## src/rtl/alu_sched_if.sv

```systemverilog
// alu_sched_if: requester operand handshake and tagged result handshake.
// master = requesters/consumer side, slave = scheduler side.
interface alu_sched_if #(
   parameter int NREQ = 4,
   parameter int W    = 18
);
   localparam int IW = $clog2(NREQ);

   logic [NREQ-1:0]   req_valid;
   logic [NREQ*W-1:0] req_a;
   logic [NREQ*W-1:0] req_b;
   logic [NREQ-1:0]   req_ready;
   logic              res_valid;
   logic              res_ready;
   logic [IW-1:0]     res_id;
   logic [W-1:0]      res_data;
   logic              res_ovf;
   logic              res_zero;

   modport master (
      output req_valid, req_a, req_b, res_ready,
      input  req_ready, res_valid, res_id,
      input  res_data, res_ovf, res_zero
   );

   modport slave (
      input  req_valid, req_a, req_b, res_ready,
      output req_ready, res_valid, res_id,
      output res_data, res_ovf, res_zero
   );
endinterface

```

## src/rtl/alu_sched.sv

```systemverilog
// alu_sched: round-robin sharing of one registered adder ALU.
// Ports: clk, rst_n, bus (req/res handshakes), alu_a/alu_b/alu_out, busy.
module alu_sched #(
   parameter int NREQ  = 4,
   parameter int W     = 18,
   parameter int DEPTH = 4
) (
   input  logic         clk,
   input  logic         rst_n,
   alu_sched_if.slave   bus,
   output logic [W-1:0] alu_a,
   output logic [W-1:0] alu_b,
   input  logic [W-1:0] alu_out,
   output logic         busy
);
   localparam int IW = $clog2(NREQ);
   localparam int PW = (DEPTH > 1) ? $clog2(DEPTH) : 1;
   localparam int CW = $clog2(DEPTH + 1);
   localparam int EW = IW + W + 2;

   logic [IW-1:0] ptr_q, ptr_d;
   logic [W-1:0]  alu_a_q, alu_a_d;
   logic [W-1:0]  alu_b_q, alu_b_d;
   logic          s1_v_q, s1_v_d, s2_v_q;
   logic [IW-1:0] s1_id_q, s1_id_d, s2_id_q;
   logic          s1_sa_q, s1_sa_d, s2_sa_q;
   logic          s1_sb_q, s1_sb_d, s2_sb_q;
   logic [EW-1:0] mem_q [DEPTH];
   logic [EW-1:0] mem_d [DEPTH];
   logic [PW-1:0] wp_q, wp_d, rp_q, rp_d;
   logic [CW-1:0] cnt_q, cnt_d;

   logic [W-1:0]  a_arr [NREQ];
   logic [W-1:0]  b_arr [NREQ];
   logic          gnt_found;
   logic [IW-1:0] gnt_idx;
   logic [IW-1:0] scan;
   logic [CW:0]   inflight;
   logic          issue_ok, fire, push, pop;
   logic          ovf, zero;
   logic [EW-1:0] head;

   always_comb begin
      for (int i = 0; i < NREQ; i++) begin
         a_arr[i] = bus.req_a[i*W +: W];
         b_arr[i] = bus.req_b[i*W +: W];
      end
   end

   // first valid requester scanning from ptr
   always_comb begin
      gnt_found = 1'b0;
      gnt_idx   = '0;
      scan      = '0;
      for (int k = 0; k < NREQ; k++) begin
         scan = IW'((int'(ptr_q) + k) % NREQ);
         if (!gnt_found && bus.req_valid[scan]) begin
            gnt_found = 1'b1;
            gnt_idx   = scan;
         end
      end
   end

   // credit uses registered occupancy only; a pop this cycle gives no credit
   always_comb begin
      inflight = {1'b0, cnt_q}
               + {{CW{1'b0}}, s1_v_q}
               + {{CW{1'b0}}, s2_v_q};
      issue_ok = rst_n & (inflight < (CW+1)'(DEPTH));
      fire     = issue_ok & gnt_found;
      bus.req_ready = '0;
      if (fire) bus.req_ready[gnt_idx] = 1'b1;
   end

   always_comb begin
      ptr_d   = ptr_q;
      alu_a_d = alu_a_q;
      alu_b_d = alu_b_q;
      s1_v_d  = fire;
      s1_id_d = gnt_idx;
      s1_sa_d = a_arr[gnt_idx][W-1];
      s1_sb_d = b_arr[gnt_idx][W-1];
      if (fire) begin
         alu_a_d = a_arr[gnt_idx];
         alu_b_d = b_arr[gnt_idx];
         if (gnt_idx == IW'(NREQ - 1)) ptr_d = '0;
         else                          ptr_d = gnt_idx + 1'b1;
      end
   end

   always_comb begin
      ovf  = (s2_sa_q == s2_sb_q) & (alu_out[W-1] != s2_sa_q);
      zero = ~|alu_out;
      push = s2_v_q;
      pop  = (cnt_q != '0) & bus.res_ready;
      mem_d = mem_q;
      if (push) mem_d[wp_q] = {s2_id_q, alu_out, ovf, zero};
      wp_d = wp_q;
      rp_d = rp_q;
      if (push) wp_d = (wp_q == PW'(DEPTH - 1)) ? '0 : wp_q + 1'b1;
      if (pop)  rp_d = (rp_q == PW'(DEPTH - 1)) ? '0 : rp_q + 1'b1;
      cnt_d = cnt_q + CW'(push) - CW'(pop);
   end

   always_ff @(posedge clk or negedge rst_n) begin
      if (!rst_n) begin
         ptr_q   <= '0;
         alu_a_q <= '0;
         alu_b_q <= '0;
         s1_v_q  <= 1'b0;
         s1_id_q <= '0;
         s1_sa_q <= 1'b0;
         s1_sb_q <= 1'b0;
         s2_v_q  <= 1'b0;
         s2_id_q <= '0;
         s2_sa_q <= 1'b0;
         s2_sb_q <= 1'b0;
         wp_q    <= '0;
         rp_q    <= '0;
         cnt_q   <= '0;
         for (int i = 0; i < DEPTH; i++) mem_q[i] <= '0;
      end else begin
         ptr_q   <= ptr_d;
         alu_a_q <= alu_a_d;
         alu_b_q <= alu_b_d;
         s1_v_q  <= s1_v_d;
         s1_id_q <= s1_id_d;
         s1_sa_q <= s1_sa_d;
         s1_sb_q <= s1_sb_d;
         s2_v_q  <= s1_v_q;
         s2_id_q <= s1_id_q;
         s2_sa_q <= s1_sa_q;
         s2_sb_q <= s1_sb_q;
         wp_q    <= wp_d;
         rp_q    <= rp_d;
         cnt_q   <= cnt_d;
         mem_q   <= mem_d;
      end
   end

   assign head  = (cnt_q != '0) ? mem_q[rp_q] : '0;
   assign alu_a = alu_a_q;
   assign alu_b = alu_b_q;
   assign busy  = s1_v_q | s2_v_q | (cnt_q != '0);

   assign bus.res_valid = (cnt_q != '0);
   assign {bus.res_id, bus.res_data, bus.res_ovf, bus.res_zero} = head;
endmodule
```

## src/flat_wrapper.sv

```systemverilog
// flat-port wrapper written by rule: the top's interface ports become plain ports
module alu_sched_flat 
#(
   parameter int NREQ  = 4,
   parameter int W     = 18,
   parameter int DEPTH = 4
)
  (clk, rst_n, alu_a, alu_b, alu_out, busy, bus_req_valid, bus_req_a, bus_req_b, bus_res_ready, bus_req_ready, bus_res_valid, bus_res_id, bus_res_data, bus_res_ovf, bus_res_zero);
  alu_sched_if #(.NREQ(NREQ), .W(W)) bus_i ();
  input  logic clk;
  input  logic rst_n;
  output logic [W-1:0] alu_a;
  output logic [W-1:0] alu_b;
  input  logic [W-1:0] alu_out;
  output logic busy;
  input wire logic [$bits(bus_i.req_valid)-1:0] bus_req_valid;
  input wire logic [$bits(bus_i.req_a)-1:0] bus_req_a;
  input wire logic [$bits(bus_i.req_b)-1:0] bus_req_b;
  input wire logic [$bits(bus_i.res_ready)-1:0] bus_res_ready;
  output wire logic [$bits(bus_i.req_ready)-1:0] bus_req_ready;
  output wire logic [$bits(bus_i.res_valid)-1:0] bus_res_valid;
  output wire logic [$bits(bus_i.res_id)-1:0] bus_res_id;
  output wire logic [$bits(bus_i.res_data)-1:0] bus_res_data;
  output wire logic [$bits(bus_i.res_ovf)-1:0] bus_res_ovf;
  output wire logic [$bits(bus_i.res_zero)-1:0] bus_res_zero;
  assign bus_i.req_valid = bus_req_valid;
  assign bus_i.req_a = bus_req_a;
  assign bus_i.req_b = bus_req_b;
  assign bus_i.res_ready = bus_res_ready;
  assign bus_req_ready = bus_i.req_ready;
  assign bus_res_valid = bus_i.res_valid;
  assign bus_res_id = bus_i.res_id;
  assign bus_res_data = bus_i.res_data;
  assign bus_res_ovf = bus_i.res_ovf;
  assign bus_res_zero = bus_i.res_zero;
  alu_sched #(.NREQ(NREQ), .W(W), .DEPTH(DEPTH)) u_core (.clk(clk), .rst_n(rst_n), .bus(bus_i), .alu_a(alu_a), .alu_b(alu_b), .alu_out(alu_out), .busy(busy));
endmodule
```

## config.mk

```make
export PLATFORM = sky130hd
export DESIGN_NAME = alu_sched_flat
export DESIGN_NICKNAME = d
export VERILOG_FILES = /design/src/rtl/alu_sched_if.sv /design/src/rtl/alu_sched.sv /design/src/flat_wrapper.sv
export SDC_FILE = /design/constraint.sdc
export NUM_CORES = 1
export LEC_CHECK = 0
export CORE_MARGIN = 5
export CORE_UTILIZATION = 40
export DETAILED_ROUTE_END_ITERATION = 7
export DONT_BUFFER_PORTS = 1
export SYNTH_ARGS = -nofsm -noshare
export SYNTH_HDL_FRONTEND = slang
export SYNTH_SLANG_ARGS = --single-unit
```

## constraint.sdc

```tcl
create_clock -name clk -period 3.6 [get_ports clk]
set_input_delay 0.72 -clock clk [delete_from_list [all_inputs] [get_ports clk]]
set_output_delay 0.72 -clock clk [all_outputs]
set_load 0.005 [all_outputs]
```

==> flow_metrics.env <==
export IMPL_cts_buffer_depth=2
export IMPL_path_clk_slew_ps=60
export IMPL_portBuffers=0
export IMPL_cts_tree="yes"
export IMPL_switchingPower_uw=2552
export IMPL_dp_cells=743
export IMPL_swShare_pct=34.49
export IMPL_power_density_nw_per_um2=913.1
export IMPL_p_leak_uw=0.003462
export IMPL_setup_viol=0
export IMPL_die_w_um=145.1
export IMPL_cts_max_level=4
export IMPL_synth_area_leaders="dfrtp_1, mux2_2, mux2i_1"
export IMPL_crit_required_ps=2880
export IMPL_core_um2=17960
export IMPL_ys_seq_area_share_pct=49.01
export IMPL_status="completed"
export IMPL_synthDistinctLibCells=35
export IMPL_root_buffer="clkbuf_16"
export IMPL_final_cells=777
export IMPL_dp_final_hpwl_mm=12.18
export IMPL_final_min_clock_period_ps=2952
export IMPL_async_reset_ff_share_pct=100.0
export IMPL_syn_area_um2=7301
export IMPL_rsz0062_at_grt="false"
export IMPL_ys_seq_elements=143
export IMPL_overflow=0
export IMPL_start_util_pct=40.64
export IMPL_fin_crit_sh_pct=82.01
export IMPL_drv_cap=0
export IMPL_ir_drop_uv=382.1
export IMPL_synth_edff_count=0
export IMPL_finClkSkew_ps=13.53
export IMPL_grt_pass1_wl_mm=28.01
export IMPL_antenna_diode_count=0
export IMPL_slowest_stage="dfrtp_1"
export IMPL_drt_wl_total_mm=17.85
export IMPL_slew_violations=0
export IMPL_worst_slew_pin_slew_ps=756.6
export IMPL_yosysTopAreaCell="dfrtp_1"
export IMPL_synth_cells=537
export IMPL_pwr_share_clk_pct=21.9
export IMPL_vias_per_cell=5.714
export IMPL_syn2layout_area_growth_pct=10.99
export IMPL_p_int_uw=4847
export IMPL_first_pass_iters=4
export IMPL_seqPwrFrac_pct=39.3
export IMPL_path_max_fanout=11
export IMPL_netlist_area_leader_share_pct=49.01
export IMPL_cts_sinks=143
export IMPL_fin_tns_setup_ps=0
export IMPL_cts_inserted_buffers=17
export IMPL_ctsResizeCount=0
export IMPL_finalHoldViolations=0
export IMPL_drc=0
export IMPL_combPwrFrac_pct=38.7
export IMPL_start_kind="register"
export IMPL_finalPower_uw=7399
export IMPL_path_buf_inv=1
export IMPL_rows=49
export IMPL_routed_via_count=4440
export IMPL_relSlewSlack_pct=49.56
export IMPL_n_fill_cell=1593
export IMPL_max_stage_delay_ps=480
export IMPL_die_height_um=145.1
export IMPL_die_area_um2=21050
export IMPL_place_congestion=0.7997
export IMPL_yosys_top_cells_count="dfrtp_1, mux2_2, mux2i_1"
export IMPL_grt_use_total_pct=16.73
export IMPL_ios=233
export IMPL_grt_max_degree=145
export IMPL_critPathKind="reg2out"
export IMPL_synth_ff_type="dfrtp_1"
export IMPL_hold_path_class="in2async"
export IMPL_crit_arrival_ps=2230
export IMPL_antenna_found_initial=0
export IMPL_drtIter0Drc=151
export IMPL_path_cells="ha_1 -> a21oi_1 -> or4b_1 -> a21o_1 -> clkinv_4 -> and2_1"
export IMPL_max_clock_freq_ghz=0.3387
export IMPL_postSynthNetCount=720
export IMPL_routedWlPerCell_um=22.97
export IMPL_yosysMostFrequentCell="dfrtp_1"
export IMPL_drive_above_1_share_pct=33.76
export IMPL_route_antenna_remaining_nets=0
export IMPL_synth_area_per_cell_um2=13.60
export IMPL_final_nets=718
export IMPL_grt_pass1_vias=4983
export IMPL_clk_latency_ps=420
export IMPL_postCtsSetupBuffers=0
export IMPL_yosysWarnings=0
export IMPL_endpoint_kind="output port"
export IMPL_cpLargestDelayFamily="simple AND/OR/NAND/NOR gates"
-- cells by family after synthesis --
group | share of synthesized area, %
flops | 49.01
fa+ha+maj | 2.502
compound gates | 8.363
mux | 30.18
xor+xnor | 0.1200
buf+inv | 3.102
simple gates | 6.718
-- area by class of cell --
cell class	instances	area, µm²	area share (%)
multi-input combinational	349	3505	43.25
inverter	11	46.29	0.5713
clock buffer	21	460.4	5.683
clock inverter	11	83.83	1.035
timing repair buffer	13	142.6	1.760
sequential	143	3578	44.16
tap	229	286.5	3.536
-- state kept, by name (all words and copies together) (netlist names) --
signal          flops
u_core.push         1
u_core.s1_v_q       1
u_core.mem_q       88
u_core.rp_q         2
u_core.s1_sa_q      1
u_core.s1_id_q      2
u_core.wp_q         2
u_core.alu_a       18
u_core.cnt_q        3
u_core.alu_b       18
u_core.s2_id_q      2
u_core.s2_sb_q      1
u_core.s1_sb_q      1
u_core.s2_sa_q      1
u_core.ptr_q        2
-- path summary, 6_finish.rpt --
path	slack, ps	endpoint	cells past startpoint	from
hold reg to reg	360	u_core.s2_sa_q$_DFF_PN0_	0	u_core.s1_sa_q$_DFF_PN0_
min in group clk	360	u_core.s2_sa_q$_DFF_PN0_	0	u_core.s1_sa_q$_DFF_PN0_
setup reg to reg	1150	u_core.alu_a[10]$_DFFE_PN0P_	7	u_core.push$_DFF_PN0_
max in group asynchronous	2850	u_core.mem_q[54]$_DFFE_PN0P_	1	rst_n
hold / removal	130	u_core.alu_a[8]$_DFFE_PN0P_	1	rst_n
setup / recovery	650	bus_req_ready[2]	6	u_core.push$_DFF_PN0_
-- metrics by stage --
stage / setup WS [ps] / utilization, % / area [µm²] / hold WS, ps
4_1_cts: 614.5 / 44.84 / 8055 / -20.26
3_3_place_gp: 1058 / 41.81 / 7511 / 331.3
2_1_floorplan: 955.4 / - / 7301 / 331.2
6_report: 647.7 / 45.11 / 8103 / 128.4
3_5_place_dp: 980.4 / 41.81 / 7511 / 335.5
5_1_grt: 521.2 / 45.11 / 8103 / 113.2
-- routing by layer --
| layer | up-vias | routed length [µm] | track usage, % |
|---|---|---|---|
| li1 | 1986 | - | - |
| met1 | 2256 | 6970 | 19.29 |
| met2 | 173 | 9346 | 29.40 |
| met3 | 25 | 1146 | 5.145 |
| met4 | 0 | 383 | 5.970 |
| met5 | - | 0 | 0 |
-- power groups by stage --
stage               clock network [µW]  registers, µW  logic [µW]
finish                            1620           2910        2870
detailed placement                   0           2930        2890
global placement                     0           2890        2780
CTS                               1670           2910        2890
floorplan                            0           2710        2450
global route                      1740           3020        3180
-- cells in the final DEF (no fill, tap or decap), types with 7 or more instances in the layout --
| cell type | instances |
|---|---|
| o21ai_0 | 7 |
| ha_1 | 13 |
| nand2_1 | 52 |
| inv_1 | 10 |
| mux2i_1 | 75 |
| buf_4 | 10 |
| o221ai_2 | 30 |
| clkbuf_16 | 17 |
| mux4_2 | 22 |
| dfrtp_1 | 143 |
| mux2_2 | 85 |
| and2_1 | 26 |
Note: power is estimated with default switching activity, not from simulation.
